### config.mk
export PLATFORM = sky130hd
export DESIGN_NAME = bcd_serial_adder_flat
export DESIGN_NICKNAME = d
export VERILOG_FILES = /design/src/rtl/bcd_pkg.sv /design/src/rtl/bcd_serial_adder_if.sv /design/src/rtl/bcd_serial_adder_digit_add.sv /design/src/rtl/bcd_serial_adder.sv /design/src/flat_wrapper.sv
export SDC_FILE = /design/constraint.sdc
export NUM_CORES = 1
export LEC_CHECK = 0
export BUFFER_PORTS_ARGS = -buffer_cell sky130_fd_sc_hd__buf_2
export CAP_MARGIN = 20
export CORE_MARGIN = 2
export CORE_UTILIZATION = 45
export DETAILED_ROUTE_END_ITERATION = 6
export PLACE_DENSITY = 0.69
export SETUP_SLACK_MARGIN = 0.2
export SYNTH_ARGS = -nofsm -noshare
export SYNTH_HDL_FRONTEND = slang
export SYNTH_HIERARCHICAL = 1
export SYNTH_SLANG_ARGS = --single-unit
### constraint.sdc
create_clock -name clk -period 2.55 [get_ports clk]
set_input_delay 0.1275 -clock clk [delete_from_list [all_inputs] [get_ports clk]]
set_output_delay 0.1275 -clock clk [all_outputs]
set_load 0.02 [all_outputs]
### src/rtl/bcd_pkg.sv
// bcd_pkg: shared BCD constants, serial adder state encoding and digit validity check.
package bcd_pkg;

    localparam logic [3:0] BCD_MAX = 4'd9;
    localparam logic [3:0] BCD_ADJ = 4'd6;

    typedef enum logic {
        ST_IDLE = 1'b0,
        ST_RUN  = 1'b1
    } state_t;

    function automatic logic is_bcd(input logic [3:0] digit);
        return digit <= BCD_MAX;
    endfunction

endpackage

### src/rtl/bcd_serial_adder_if.sv
// bcd_serial_adder_if: request/result bundle between a client and the serial BCD adder.
interface bcd_serial_adder_if #(parameter int NDIG = 4);

    logic              start;
    logic [4*NDIG-1:0] a;
    logic [4*NDIG-1:0] b;
    logic              busy;
    logic              done;
    logic [4*NDIG-1:0] sum;
    logic              cout;
    logic              err;

    modport master (output start, a, b, input busy, done, sum, cout, err);
    modport slave  (input start, a, b, output busy, done, sum, cout, err);

endinterface

### src/rtl/bcd_serial_adder_digit_add.sv
// bcd_digit_add: combinational single-digit BCD adder with decimal carry.
module bcd_digit_add
    import bcd_pkg::*;
(
    output logic       cout,
    output logic [3:0] s,
    input  logic [3:0] a,
    input  logic [3:0] b,
    input  logic       cin
);

    logic [4:0] t;

    assign t    = {1'b0, a} + {1'b0, b} + {4'b0, cin};
    assign cout = t > {1'b0, BCD_MAX};
    assign s    = cout ? t[3:0] + BCD_ADJ : t[3:0];

endmodule

### src/rtl/bcd_serial_adder.sv
// bcd_serial_adder: adds two packed-BCD operands one digit per clock, LSD first,
// collecting digit sums into a result register published on the final edge.
module bcd_serial_adder
    import bcd_pkg::*;
#(
    parameter int NDIG = 4
) (
    input  logic                 clk,
    input  logic                 rst_n,
    bcd_serial_adder_if.slave    bus
);

    localparam int W  = 4 * NDIG;
    localparam int IW = $clog2(NDIG + 1);

    state_t         state, state_nx;
    logic [IW-1:0]  idx;
    logic [W-1:0]   a_sr, b_sr, res_sr, res_nx, sum_q;
    logic [3:0]     s;
    logic           c, carry, done_q, cout_q, err_q, bad, accept, last;

    bcd_digit_add u_digit (
        .cout (c),
        .s    (s),
        .a    (a_sr[3:0]),
        .b    (b_sr[3:0]),
        .cin  (carry)
    );

    always_comb begin
        accept   = state == ST_IDLE && bus.start;
        last     = state == ST_RUN && idx == IW'(NDIG - 1);
        state_nx = state == ST_IDLE ? (bus.start ? ST_RUN : ST_IDLE)
                                    : (last ? ST_IDLE : ST_RUN);
    end

    always_comb begin
        bad = 1'b0;
        for (int i = 0; i < NDIG; i++)
            bad = bad | !is_bcd(bus.a[4*i +: 4]) | !is_bcd(bus.b[4*i +: 4]);
    end

    // New digit enters at the top; after NDIG shifts digit 0 sits in [3:0].
    assign res_nx = W'({s, res_sr} >> 4);

    always_ff @(posedge clk or negedge rst_n) begin
        if (!rst_n)
            state <= ST_IDLE;
        else
            state <= state_nx;
    end

    always_ff @(posedge clk or negedge rst_n) begin
        if (!rst_n) begin
            idx    <= '0;
            carry  <= 1'b0;
            a_sr   <= '0;
            b_sr   <= '0;
            res_sr <= '0;
            sum_q  <= '0;
            cout_q <= 1'b0;
            err_q  <= 1'b0;
            done_q <= 1'b0;
        end else begin
            done_q <= last;
            if (accept) begin
                a_sr  <= bus.a;
                b_sr  <= bus.b;
                idx   <= '0;
                carry <= 1'b0;
                err_q <= bad;
            end else if (state == ST_RUN) begin
                a_sr   <= a_sr >> 4;
                b_sr   <= b_sr >> 4;
                res_sr <= res_nx;
                carry  <= c;
                idx    <= idx + IW'(1);
                if (last) begin
                    sum_q  <= res_nx;
                    cout_q <= c;
                end
            end
        end
    end

    assign bus.busy = state == ST_RUN;
    assign bus.done = done_q;
    assign bus.sum  = sum_q;
    assign bus.cout = cout_q;
    assign bus.err  = err_q;

endmodule
### src/flat_wrapper.sv
// flat-port wrapper written by rule: the top's interface ports become plain ports
module bcd_serial_adder_flat import bcd_pkg::*;
#(
    parameter int NDIG = 4
)
  (clk, rst_n, bus_start, bus_a, bus_b, bus_busy, bus_done, bus_sum, bus_cout, bus_err);
  bcd_serial_adder_if #(.NDIG(NDIG)) bus_i ();
  input  logic clk;
  input  logic rst_n;
  input wire logic [$bits(bus_i.start)-1:0] bus_start;
  input wire logic [$bits(bus_i.a)-1:0] bus_a;
  input wire logic [$bits(bus_i.b)-1:0] bus_b;
  output wire logic [$bits(bus_i.busy)-1:0] bus_busy;
  output wire logic [$bits(bus_i.done)-1:0] bus_done;
  output wire logic [$bits(bus_i.sum)-1:0] bus_sum;
  output wire logic [$bits(bus_i.cout)-1:0] bus_cout;
  output wire logic [$bits(bus_i.err)-1:0] bus_err;
  assign bus_i.start = bus_start;
  assign bus_i.a = bus_a;
  assign bus_i.b = bus_b;
  assign bus_busy = bus_i.busy;
  assign bus_done = bus_i.done;
  assign bus_sum = bus_i.sum;
  assign bus_cout = bus_i.cout;
  assign bus_err = bus_i.err;
  bcd_serial_adder #(.NDIG(NDIG)) u_core (.clk(clk), .rst_n(rst_n), .bus(bus_i));
endmodule
* Word level (Yosys, flattened, before mapping)
Cells that the tools add are included.
** Word-level totals
- Flip-flop bits (word level) :: 72
- Input bits :: 35
- Word-level logic and storage cells :: 58
** Operators by class
- Mux-type cells :: 12
- Reduce and logical (&&, ||, !) cells :: 13
- Equality and inequality tests :: 1
- Bitwise logic cells :: 9
- Magnitude comparators :: 9
- $add $sub $neg :: 4
** Operator list (number)
- 16-bit two-way mux :: 4
- 4-bit less-or-equal comparator, second input constant :: 8
- 1-bit logical NOT :: 8
- 1-bit OR :: 7
- 3-bit two-way mux :: 2
- 4-bit by 4-bit adder with 5-bit output :: 1
- 5-bit by 1-bit adder with 5-bit output :: 1
- 5-bit by 4-bit greater-than comparator with 1-bit output, second input constant :: 1
- 1-bit two-way mux :: 5
- 4-bit by 3-bit adder with 4-bit output, second input constant :: 1
- 4-bit two-way mux :: 1
- 3-bit by 1-bit adder with 3-bit output, second input constant :: 1
- 3-bit by 2-bit equality test with 1-bit output, second input constant :: 1
- 3-bit AND reduction :: 1
- 1-bit logical AND :: 2
- 1-bit inverter :: 2
- 2-bit AND reduction :: 1
- 2-bit nonzero test :: 1

* Longest topological paths before layout
Gate-level depths: netlist (run 1).
- Depth after elaboration :: 9
- Gate-level depth with buffers :: 8
- Mapped depth without buffers :: 8

* Modules after synthesis
The synthesis (run 1) kept the hierarchy.
** By module, submodules not included
- bcd_serial_adder :: cells each 225, instances 1, area each 2862.7 sq um, sequential area each 1701.6 sq um
- bcd_digit_add :: cells each 22, instances 1, area each 211.5 sq um, sequential area each 0.0 sq um

* Worst setup path before layout (run 1)
OpenSTA, ideal clock, no wires.
- Kind :: flip-flop to flip-flop
- From :: register u_core.a_sr[0]
- To :: register u_core.res_sr[15]
- Setup time :: 125 ps
- Stages on the path, launching flop included :: 9
- Period minus slack after synthesis :: 2678 ps
- Path slack :: -128 ps
- Arrival :: 2553 ps
- Data required time :: 2425 ps
- Path through :: dfrtp_1 fa_1 fa_1 xnor2_1 ha_1 a31o_1 a2111oi_0 nor2b_1 mux2_2
** Between the ends
- Cells in the longest elaborated chain, start to end :: 4
- Elaborated cells between the ends (all ways) :: 5
** RTL lines
- from (decl) :: RTL line bcd_serial_adder.sv:18 : logic [W-1:0] a_sr, b_sr, res_sr, res_nx, sum_q;
- from (signal assigned) :: RTL line bcd_serial_adder.sv:67 : a_sr <= bus.a;
- from (signal assigned) :: RTL line bcd_serial_adder.sv:73 : a_sr <= a_sr >> 4;
- 4-bit by 4-bit adder with 5-bit output (*) :: RTL line bcd_serial_adder_digit_add.sv:14 : assign t = {1'b0, a} + {1'b0, b} + {4'b0, cin};
- 5-bit by 1-bit adder with 5-bit output (*) :: RTL line bcd_serial_adder_digit_add.sv:14
- 4-bit by 3-bit adder with 4-bit output or 5-bit by 4-bit greater-than comparator with 1-bit output (tied branches) :: RTL line bcd_serial_adder_digit_add.sv:16, bcd_serial_adder_digit_add.sv:15
- 4-bit two-way mux (*) :: RTL line bcd_serial_adder_digit_add.sv:16 : assign s = cout ? t[3:0] + BCD_ADJ : t[3:0];
- named net u_core.s[3] :: RTL line bcd_serial_adder.sv:19 : logic [3:0] s;
- to (signal assigned) :: RTL line bcd_serial_adder.sv:75 : res_sr <= res_nx;
- to (decl) :: RTL line bcd_serial_adder.sv:18
Mark *: on every way through the listed nets, which the timed path passes. The rest lies on a longest branch.
A chain may end at the register's enable or synchronous reset.

* Worst setup path in the final report (run 1)
Same ends and word-level chain as after synthesis.

==> results of run 1 <==
==> metal layers <==
layer	wire [µm]	vias to the layer above	GRT usage (%)
li1	-	980	-
met1	2650	985	21.9
met2	2840	61	26.4
met3	301	13	5.71
met4	140	0	8.38
met5	0	-	0
==> flip-flops by register name (all words and copies together), names as in the netlist <==
register / flops
u_core/carry: 1
u_core/a_sr: 16
u_core/bus.err: 1
u_core/b_sr: 16
u_core/idx: 3
u_core/bus.busy: 1
u_core/bus.done: 1
u_core/bus.cout: 1
u_core/bus.sum: 16
u_core/res_sr: 12
==> repair_timing <==
item                                    4_1_cts  5_1_grt
pin swaps                                     5        1
resized for setup                             3        2
gates cloned                                  0        0
hold buffers                                  0        0
buffers inserted                              1        1
endpoints found under the setup margin        8        8
==> synth_stat cells <==
library cell                instances  area (µm²)
sky130_fd_sc_hd__buf_4              3        22.5
sky130_fd_sc_hd__nand4_1            1        6.26
sky130_fd_sc_hd__dfrtp_1           68        1700
sky130_fd_sc_hd__a31o_1             1        8.76
sky130_fd_sc_hd__o21ai_0           34         170
sky130_fd_sc_hd__a2111oi_0          1        8.76
sky130_fd_sc_hd__inv_1              5        18.8
sky130_fd_sc_hd__nand2_1           27         101
sky130_fd_sc_hd__buf_2              3        15.0
sky130_fd_sc_hd__fa_1               2        40.0
sky130_fd_sc_hd__and3_1             1        6.26
sky130_fd_sc_hd__mux2_4             9         135
sky130_fd_sc_hd__nand3_1            2        10.0
sky130_fd_sc_hd__ha_1               6        75.1
sky130_fd_sc_hd__mux2i_1           33         330
sky130_fd_sc_hd__buf_6              2        22.5
sky130_fd_sc_hd__nor2_1            10        37.5
sky130_fd_sc_hd__clkbuf_1           5        18.8
sky130_fd_sc_hd__o22ai_1            1        6.26
sky130_fd_sc_hd__o32a_1             1        10.0
sky130_fd_sc_hd__a21oi_1            3        15.0
sky130_fd_sc_hd__nor2b_1            2        12.5
sky130_fd_sc_hd__xnor2_1            2        17.5
sky130_fd_sc_hd__nand2_4            1        11.3
sky130_fd_sc_hd__a22o_1             2        17.5
sky130_fd_sc_hd__mux2_2            20         225
sky130_fd_sc_hd__a21o_2             1        8.76
sky130_fd_sc_hd__o31ai_4            1        21.3
==> critical path, stage by stage (launching register included) <==
cell and delay, ns:
sky130_fd_sc_hd__dfrtp_1 0.40, sky130_fd_sc_hd__fa_2 0.42, sky130_fd_sc_hd__fa_2 0.40, sky130_fd_sc_hd__xnor2_4 0.17
sky130_fd_sc_hd__ha_4 0.18, sky130_fd_sc_hd__a31o_4 0.23, sky130_fd_sc_hd__a2111oi_4 0.29, sky130_fd_sc_hd__nor2b_1 0.09
sky130_fd_sc_hd__mux2_4 0.27
==> power breakdown <==
part	internal, mW	leakage [nW]	switching [mW]
registers	1.50	0.880	0.321
logic	1.18	0.887	1.04
clock network	0.333	0.0739	0.375
==> logic make-up after synthesis <==
logic type | after synthesis | synth area share (%)
buffers and inverters | 18 | 3.17
adder cells (fa/ha/maj) | 8 | 3.74
AND/OR/NAND/NOR | 44 | 6.02
flip-flops | 68 | 55.4
AO/OA/AOI/OAI | 45 | 8.67
XOR/XNOR | 2 | 0.570
multiplexers | 62 | 22.5
==> area by class of cell <==
cell class                      instances  area share (%)
Tap cell                               80            2.73
Timing Repair Buffer                   64            9.53
Multi-Input combinational cell        161            36.8
Clock buffer                           10            3.48
Sequential cell                        68            46.5
Inverter                                5           0.512
Clock inverter                          3           0.478
==> path summary, 6_finish.rpt <==
| path | start | endpoint | slack, ns | cells past startpoint |
|---|---|---|---|---|
| setup / recovery | u_core/a_sr[0]$_DFFE_PN0P_ | u_core/res_sr[15]$_DFFE_PN0P_ | -0.006 | 8 |
| hold reg to reg | u_core/idx[2]$_DFFE_PN0P_ | u_core/idx[2]$_DFFE_PN0P_ | 0.49 | 2 |
| setup reg to reg | u_core/a_sr[0]$_DFFE_PN0P_ | u_core/res_sr[15]$_DFFE_PN0P_ | -0.006 | 8 |
| hold / removal | rst_n | u_core/bus.sum[6]$_DFFE_PN0P_ | -0.03 | 2 |
| max in group asynchronous | rst_n | u_core/bus.busy$_DFF_PN0_ | 1.96 | 2 |
| min in group clk | bus_b[12] | u_core/b_sr[12]$_DFFE_PN0P_ | 0.03 | 3 |
==> out/qor_table.md, run 1 <==
| Metric | Value |
|---|---|
| Result of the run | finished with violations |
| Violated checks | hold timing, setup timing |
| RSZ-0062 raised after global routing | yes |
| Max cap viols | 0 |
| Total number of yosys warnings | 6 |
| First-pass GRT wire length | 9750 µm |
| I/O pin count | 55 |
| Congestion Overflow GR | 0 |
| Power density over the cells | 1300 mW/mm² |
| CTS H-tree depth | 3 |
| Final cell count without fillers | 391 |
| Vias in the first global route | 2049 |
| Finished Core Util | 54.5% |
| Path class of the lowest-slack min-delay path | in2async |
| NumNets Final | 352 |
| Count of final setup violators | 1 |
| Slew Viols, Final | 0 |
| Ratio of final minimum period to clock period | 100% |
| Worst-case setup slack after placement | -0.0661 ns |
| Die Width | 86.7 µm |
| Sequential share of the synthesized area | 55.4% |
| Area of the core region | 0.00672 mm² |
| Crit Path Max Fanout | 3 |
| Peak supply drop | 450 µV |
| Gp weighted congestion | 0.733 |
| Violation count after the first detailed-routing iteration | 110 |
| Number of nets still failing antenna checks after routing | 0 |
| Area occupied by multi-input gates | 0.00135 mm² |
| Worst-margin pin slew | 0.858 ns |
| Net count after synthesis | 290 |
| Post-synthesis register bit count | 68 |
| Clock network latency to the later pin of the worst-skew pair | 0.34 ns |
| Worst clock skew | 0.00797 ns |
| Final hold viol count | 29 |
| Half-perimeter wire length after placement | 4000 µm |
| Accumulated negative setup slack | -0.00556 ns |
| Data arrival time of the worst path | 2.78 ns |
| Most common library cell in the layout ignoring fill and taps | sky130_fd_sc_hd__dfrtp_1 |
| Area added between synthesis and finish | 19.1% |
| Overall track demand over capacity in global routing | 17.2% |
| Critical path class | reg2reg |
| Placed Cells incl. Taps | 376 |
| Maximum buffer depth of the clock tree | 2 |
| Clock tree from TritonCTS | built |
| Drt wl/cell | 15.2 µm |
| Antenna cell count | 0 |
| CTS root buffer | sky130_fd_sc_hd__clkbuf_8 |
| Total wire length after detailed routing | 5930 µm |
| Die Footprint | 0.00751 mm² |
| Overall power | 4.74 mW |
| Number of optimization iterations in the first detailed-route pass | 6 |
| Commonest cells after routing, fill and taps aside | sky130_fd_sc_hd__dfrtp_1, sky130_fd_sc_hd__buf_2, sky130_fd_sc_hd__o21ai_0, sky130_fd_sc_hd__mux2i_1, sky130_fd_sc_hd__nand2_1 |
| Inserted Clock Buffers | 9 |
| Vert. Die Dim | 86.7 µm |
| Post-detailed-placement cell area | 0.00347 mm² |
| Share of cells above drive strength 1 | 37.3% |
| Gate count after technology mapping | 247 |
| Sort of element at the end of the critical path | register |
| Slack of the critical path | -0.00556 ns |
| Overall via count from detail_route | 2039 |
| Post-route worst hold slack | -0.0266 ns |
| Fin crit period | 2.56 ns |
| Count of distinct cell types in the synthesized netlist | 28 |
| Pin count of the biggest net entering global routing | 69 |
| Static leakage | 1.84 nW |
| Finished Cell Area | 0.00366 mm² |
| Sinks on Clock Net | 68 |
| Worst relative slew slack | 42.8% |
| Filler instances | 597 |
| Clk slew on worst S/H paths | 0.07 ns |
| Max frequency | 391 MHz |
| Worst path required time | 2.77 ns |
| Synth Cell Area | 0.00307 mm² |
| Initial antenna violation count | 0 |
| Number of buffers inserted by port buffering | 54 |
| Detail-routed via count per cell | 5.21 |
| Detailed-route DRC error count | 0 |
| Initial cell density of the core | 45.8% |
| Sequential cell area | 0.00170 mm² |
| Avg Inst Size Synth | 12.4 µm² |
| Number of rows in the core area | 30 |
| Startpoint Class | register |
Power figures use the tool's default switching activity.
==> inputs of run 2 (changes only) <==
--- a/config.mk
+++ b/config.mk
@@ -7,6 +7,7 @@
 export LEC_CHECK = 0
 export BUFFER_PORTS_ARGS = -buffer_cell sky130_fd_sc_hd__buf_2
 export CAP_MARGIN = 20
+export CORE_ASPECT_RATIO = 0.6
 export CORE_MARGIN = 2
 export CORE_UTILIZATION = 45
 export DETAILED_ROUTE_END_ITERATION = 6
==> run 2 against run 1 <==
Compared with the run above:
- the flow finishes with violations (setup timing)
- sequential power about the same
- routed wire length up 2.5%
- flip-flop and latch count unchanged
- clock power up 58%
- via count down 0.78%
- critical path depth unchanged
- clock skew down 0.0023 ns
==> out/qor_table.md, run 2 (same netlist as run 1, synthesis figures left out) <==
| Metric | Value |
|---|---|
| Result of the run | finished with violations |
| Violated checks | setup timing |
| Slew Viols, Final | 0 |
| Power density over the cells | 1360 mW/mm² |
| Vert. Die Dim | 68.0 µm |
| Violation count after the first detailed-routing iteration | 64 |
| RSZ-0062 raised after global routing | yes |
| Initial antenna violation count | 0 |
| Most common library cell in the layout ignoring fill and taps | sky130_fd_sc_hd__dfrtp_1 |
| Antenna cell count | 0 |
| Peak supply drop | 576 µV |
| Worst-case setup slack after placement | -0.0301 ns |
| FF-to-FF path depth | 8 |
| Total wire length after detailed routing | 6080 µm |
| Sinks on Clock Net | 68 |
| Slack of the critical path | -0.0445 ns |
| Finished Cell Area | 0.00385 mm² |
| Share of cells above drive strength 1 | 37.7% |
| Die Footprint | 0.00753 mm² |
| Worst clock skew | 0.00568 ns |
| Number of nets still failing antenna checks after routing | 0 |
| Startpoint Class | register |
| CTS root buffer | sky130_fd_sc_hd__clkbuf_16 |
| Area added between synthesis and finish | 25.2% |
| First-pass GRT wire length | 9820 µm |
| Path class of the lowest-slack min-delay path | in2reg |
| Half-perimeter wire length after placement | 4100 µm |
| Worst path required time | 2.76 ns |
| I/O pin count | 55 |
| Crit Path Max Fanout | 3 |
| Worst-margin pin slew | 0.675 ns |
| Number of rows in the core area | 23 |
| Placed Cells incl. Taps | 384 |
| Worst relative slew slack | 55.0% |
| Overall track demand over capacity in global routing | 17.2% |
| Post-detailed-placement cell area | 0.00350 mm² |
| Inserted Clock Buffers | 9 |
| Die Width | 111 µm |
| Area of the core region | 0.00665 mm² |
| Final hold viol count | 0 |
| Congestion Overflow GR | 0 |
| Max cap viols | 0 |
| Gp weighted congestion | 0.770 |
| Number of buffers inserted by port buffering | 54 |
| Clock tree from TritonCTS | built |
| Overall power | 5.23 mW |
| Ratio of final minimum period to clock period | 102% |
| Detailed-route DRC error count | 0 |
| Vias in the first global route | 1922 |
| Static leakage | 1.93 nW |
| Worst Hold Path Cells | 3 |
| CTS H-tree depth | 3 |
| Number of optimization iterations in the first detailed-route pass | 5 |
| Clk slew on worst S/H paths | 0.05 ns |
| Maximum buffer depth of the clock tree | 2 |
| NumNets Final | 356 |
| Data arrival time of the worst path | 2.80 ns |
| Final cell count without fillers | 405 |
| Critical path class | reg2reg |
| Initial cell density of the core | 46.2% |
| Sort of element at the end of the critical path | register |
| Clock network latency to the later pin of the worst-skew pair | 0.32 ns |
| Fin crit period | 2.59 ns |
| Overall via count from detail_route | 2023 |
| Max frequency | 385 MHz |
| Commonest cells after routing, fill and taps aside | sky130_fd_sc_hd__dfrtp_1, sky130_fd_sc_hd__buf_2, sky130_fd_sc_hd__o21ai_0, sky130_fd_sc_hd__mux2i_1, sky130_fd_sc_hd__nand2_1 |
| Count of final setup violators | 6 |
| Drt wl/cell | 15.0 µm |
| Detail-routed via count per cell | 5.00 |
| Pin count of the biggest net entering global routing | 61 |
## run 2: cell count changes in the layout (fill, tap and decap cells not counted)
| cell | before | now |
|---|---|---|
| sky130_fd_sc_hd__dlygate4sd3_1 | 0 | 1 |
| sky130_fd_sc_hd__clkbuf_1 | 1 | 3 |
| sky130_fd_sc_hd__mux2_4 | 11 | 12 |
| sky130_fd_sc_hd__clkbuf_16 | 0 | 9 |
| sky130_fd_sc_hd__mux2_2 | 18 | 17 |
| sky130_fd_sc_hd__clkinvlp_4 | 1 | 0 |
| sky130_fd_sc_hd__buf_12 | 0 | 1 |
| sky130_fd_sc_hd__buf_4 | 9 | 11 |
| sky130_fd_sc_hd__clkbuf_8 | 9 | 2 |
## run 2: where the power goes
part	internal, mW	total (mW)	switching, mW	leakage [nW]
sequential	1.50	1.79	0.292	0.880
clock	0.708	1.12	0.412	0.137
combinational	1.24	2.32	1.08	0.916
total	3.44	5.23	1.79	1.93
## run 2: cell type report
cell class              instances  area [µm²]
clock inverters                 2        10.0
repair buffers                 68         394
flip-flops and latches         68        1700
fillers                       535        2800
inverters                       5        18.8
well taps                      87         109
multi-input cells             161        1350
clock buffers                  14         264
## run 2: routing by layer
layer	track usage [%]	vias to the layer above	routed length [µm]
li1	-	1003	-
met1	24.0	973	3110
met2	25.1	37	2560
met3	6.02	10	321
met4	6.56	0	83
met5	0	-	0
## run 2: path summary, 6_finish.rpt
check | from | endpoint | slack, ns
setup / recovery | u_core/a_sr[0]$_DFFE_PN0P_ | u_core/bus.sum[14]$_DFFE_PN0P_ | -0.04
hold / removal | bus_b[12] | u_core/b_sr[12]$_DFFE_PN0P_ | 0.05
setup reg to reg | u_core/a_sr[0]$_DFFE_PN0P_ | u_core/bus.sum[14]$_DFFE_PN0P_ | -0.04
hold reg to reg | u_core/b_sr[6]$_DFFE_PN0P_ | u_core/b_sr[2]$_DFFE_PN0P_ | 0.48
max in group asynchronous | rst_n | u_core/a_sr[14]$_DFFE_PN0P_ | 1.43
min in group asynchronous | rst_n | u_core/b_sr[15]$_DFFE_PN0P_ | 0.38
## run 2: timing repair
item / in CTS / in global routing
hold buffers: 1 / 0
setup endpoints to repair: 8 / 8
endpoints found under the hold margin: 28 / 0
buffers inserted: 2 / 2
resized for setup: 3 / 3
pin swaps: 3 / 1
## run 2: per-stage QoR
stage,hold WS (ns),utilization (%),setup TNS (ns)
after floorplan,-0.168,-,0
after global placement,0.203,52.6,0
after detailed placement,0.204,52.6,-0.123
after CTS,0.0422,57.5,0
after global routing,0.0575,57.9,-0.823
final,0.0494,57.9,-0.171
## run 2: worst max-delay path, cell delays in order (launching register included)
cell and delay [ns]:
sky130_fd_sc_hd__dfrtp_1 0.40, sky130_fd_sc_hd__fa_2 0.42, sky130_fd_sc_hd__fa_2 0.54, sky130_fd_sc_hd__inv_2 0.06
sky130_fd_sc_hd__ha_4 0.16, sky130_fd_sc_hd__a31o_4 0.22, sky130_fd_sc_hd__o31ai_4 0.26, sky130_fd_sc_hd__mux2i_1 0.15
sky130_fd_sc_hd__mux2_4 0.28
==> inputs of run 3 (changes only) <==
--- a/config.mk
+++ b/config.mk
@@ -12,8 +12,8 @@
 export CORE_UTILIZATION = 45
 export DETAILED_ROUTE_END_ITERATION = 6
 export PLACE_DENSITY = 0.69
+export RECOVER_POWER = 50
 export SETUP_SLACK_MARGIN = 0.2
 export SYNTH_ARGS = -nofsm -noshare
 export SYNTH_HDL_FRONTEND = slang
-export SYNTH_HIERARCHICAL = 1
 export SYNTH_SLANG_ARGS = --single-unit
==> run 3 against run 2 <==
Compared with the run above:
- setup slack better by 0.15 ns
- first-iteration DRC count is 56% higher
- utilization fell by 0.70 points
- final cell count grew 5.4%
- die area increased by 0.74%
- combinational power increased by 6%
- the flow finishes with violations (capacitance limit, slew limit)
==> out/qor_table.md, run 3 <==
| Metric | Value |
|---|---|
| Result of the run | finished with violations |
| Violated checks | capacitance limit, slew limit |
| Worst clock skew | 0.00689 ns |
| Detail-routed via count per cell | 5.33 |
| Vert. Die Dim | 68.3 µm |
| Post-synthesis register bit count | 68 |
| Clock network latency to the later pin of the worst-skew pair | 0.33 ns |
| Gate count after technology mapping | 272 |
| Drt wl/cell | 15.8 µm |
| Reg-to-reg startpoint | u_core.carry$_DFFE_PN0P_ |
| Cell taking the most area after synthesis | sky130_fd_sc_hd__dfrtp_1 |
| Accumulated negative setup slack | 0 ns |
| Total number of yosys warnings | 0 |
| Final hold viol count | 0 |
| Synth Cell Area | 0.00310 mm² |
| Worst-margin pin slew | 1.73 ns |
| Primary FF master, synth | sky130_fd_sc_hd__dfrtp_1 |
| Number of rows in the core area | 23 |
| Antenna cell count | 0 |
| Maximum buffer depth of the clock tree | 2 |
| Die Footprint | 0.00759 mm² |
| Leading cell types by total area after synthesis | sky130_fd_sc_hd__dfrtp_1, sky130_fd_sc_hd__mux2i_1, sky130_fd_sc_hd__mux2_2, sky130_fd_sc_hd__o21ai_0, sky130_fd_sc_hd__nand2_1 |
| RSZ-0062 raised after global routing | yes |
| Critical path class | reg2reg |
| Max frequency | 409 MHz |
| Setup slack on the worst flop-to-flop path | 0.10 ns |
| Filler instances | 580 |
| Initial antenna violation count | 0 |
| Clk slew on worst S/H paths | 0.05 ns |
| Sequential cell area | 0.00170 mm² |
| Commonest cells after routing, fill and taps aside | sky130_fd_sc_hd__dfrtp_1, sky130_fd_sc_hd__buf_2, sky130_fd_sc_hd__o21ai_0, sky130_fd_sc_hd__nand2_1, sky130_fd_sc_hd__mux2i_1 |
| Power density over the cells | 1430 mW/mm² |
| NumNets Final | 378 |
| Violation count after the first detailed-routing iteration | 100 |
| Avg Inst Size Synth | 11.4 µm² |
| Overall via count from detail_route | 2278 |
| Net count after synthesis | 315 |
| Path class of the lowest-slack min-delay path | in2reg |
| I/O pin count | 55 |
| Area occupied by multi-input gates | 0.00137 mm² |
| Die Width | 111 µm |
| Share of cells above drive strength 1 | 29.7% |
| Congestion Overflow GR | 0 |
| Max cap viols | 1 |
| Worst min-delay path endpoint | u_core.b_sr[12]$_DFFE_PN0P_ |
| Static leakage | 1.83 nW |
| Overall track demand over capacity in global routing | 19.3% |
| Detailed-route DRC error count | 0 |
| Pin count of the biggest net entering global routing | 56 |
| Area added between synthesis and finish | 23.3% |
| First-pass GRT wire length | 11000 µm |
| Finished Core Util | 57.2% |
| Startpoint Class | register |
| Clock tree from TritonCTS | built |
| Half-perimeter wire length after placement | 4550 µm |
| Area fraction of the dominant cell type after synthesis | 54.9% |
| Number of buffers inserted by port buffering | 54 |
| Gp weighted congestion | 0.874 |
| Sinks on Clock Net | 68 |
| Total wire length after detailed routing | 6740 µm |
| Leading cell types by count after synthesis | sky130_fd_sc_hd__dfrtp_1, sky130_fd_sc_hd__o21ai_0, sky130_fd_sc_hd__nand2_1, sky130_fd_sc_hd__mux2i_1, sky130_fd_sc_hd__mux2_2 |
| CTS root buffer | sky130_fd_sc_hd__clkbuf_16 |
| R2r endpoint | u_core.res_sr[14]$_DFFE_PN0P_ |
| Worst path required time | 2.79 ns |
| CTS H-tree depth | 3 |
| Most used standard cell by instance count after synthesis | sky130_fd_sc_hd__dfrtp_1 |
| Data arrival time of the worst path | 2.69 ns |
| Startpoint of the worst hold path | bus_b[12] |
| Slew Viols, Final | 33 |
| Post-route worst hold slack | 0.0500 ns |
| Fin crit period | 2.45 ns |
| Worst relative slew slack | -15.2% |
| Worst Hold Path Cells | 3 |
| Ratio of final minimum period to clock period | 95.9% |
| Number of nets still failing antenna checks after routing | 0 |
| Count of final setup violators | 0 |
| Crit Path Max Fanout | 5 |
| Synth async-reset ratio | 100% |
| Initial cell density of the core | 46.4% |
| Vias in the first global route | 2190 |
| Most common library cell in the layout ignoring fill and taps | sky130_fd_sc_hd__dfrtp_1 |
| Inserted Clock Buffers | 9 |
| Placed Cells incl. Taps | 405 |
| Sort of element at the end of the critical path | register |
| Peak supply drop | 619 µV |
| Number of optimization iterations in the first detailed-route pass | 4 |
| Final cell count without fillers | 427 |
| Count of flip-flops with a built-in enable after synthesis | 0 |
| FF-to-FF path depth | 7 |
| Count of distinct cell types in the synthesized netlist | 33 |
| Sequential share of the synthesized area | 54.9% |
| Area of the core region | 0.00668 mm² |
## run 3: cell types whose count changed after synthesis, sizes merged, moves of 3 or more
| cell | delta |
|---|---|
| a31oi | +4 |
| nand4 | +4 |
| o21ai | +5 |
| nand2 | +6 |
| nor2 | +4 |
| a22oi | +3 |
| mux2 | -7 |
## run 3: cell families (layout without fill, tap and decap cells)
group                    after synthesis  in the layout  synth area share (%)
XOR/XNOR                               1              1                 0.283
AND/OR/NAND/NOR                       60             60                  8.12
AO/OA/AOI/OAI                         60             60                  11.8
buffers and inverters                 21             89                  2.79
flip-flops                            68             68                  54.9
multiplexers                          54             54                  18.3
adder cells (fa/ha/maj)                8              8                  3.72
## run 3: worst max-delay path: stages (launching register included)
cell	delay, ns
sky130_fd_sc_hd__dfrtp_1	0.40
sky130_fd_sc_hd__fa_2	0.43
sky130_fd_sc_hd__fa_2	0.58
sky130_fd_sc_hd__inv_4	0.06
sky130_fd_sc_hd__ha_4	0.18
sky130_fd_sc_hd__a311oi_2	0.31
sky130_fd_sc_hd__a32oi_2	0.17
sky130_fd_sc_hd__a31oi_1	0.24
## run 3: power breakdown
| part | switching (mW) | total (mW) | internal, mW |
|---|---|---|---|
| registers | 0.323 | 1.88 | 1.56 |
| logic | 1.39 | 2.46 | 1.08 |
| clock network | 0.437 | 1.11 | 0.676 |
| total | 2.15 | 5.46 | 3.31 |
## run 3: worst max-delay path by stage
stage / from / end / slack [ns]
6_report: u_core.carry$_DFFE_PN0P_ / u_core.res_sr[14]$_DFFE_PN0P_ / 0.10
5_1_grt: u_core.carry$_DFFE_PN0P_ / u_core.res_sr[14]$_DFFE_PN0P_ / -0.003
4_1_cts: u_core.carry$_DFFE_PN0P_ / u_core.res_sr[15]$_DFFE_PN0P_ / 0.17
3_5_place_dp: u_core.a_sr[0]$_DFFE_PN0P_ / u_core.res_sr[14]$_DFFE_PN0P_ / 0.03
3_3_place_gp: u_core.a_sr[0]$_DFFE_PN0P_ / u_core.res_sr[15]$_DFFE_PN0P_ / 0.11
2_1_floorplan: u_core.a_sr[0]$_DFFE_PN0P_ / u_core.bus.sum[14]$_DFFE_PN0P_ / 0.21
## run 3: repair_timing
item                                   4_1_cts  5_1_grt
resized for setup                            5        2
buffers inserted                             4        1
endpoints found under the hold margin       68        0
pin swaps                                    7        3
hold buffers                                 1        0
setup endpoints to repair                    8        8
## run 3: area by class of cell
cell class                      instances  share of cell area (%)
Tap cell                               87                    2.85
Multi-Input combinational cell        183                    35.7
Sequential cell                        68                    44.6
Inverter                                7                   0.754
Clock inverter                          5                   0.721
Timing Repair Buffer                   66                    8.98
Clock buffer                           11                    6.36
## run 3: metrics by stage
step	total power [mW]	cell area (µm²)	setup WS [ns]
after floorplan	3.38	3110	0.212
after global placement	3.85	3480	0.105
after detailed placement	3.96	3480	0.0315
after CTS	5.39	3820	0.166
after global routing	5.85	3820	-0.00307
final	5.46	3820	0.104
## run 3: layer usage
layer	track usage [%]	wire length [µm]	vias to the layer above
met5	0	0	-
met4	7.87	104	0
met3	7.71	518	14
met2	27.3	2760	76
met1	26.6	3370	1094
li1	-	-	1094
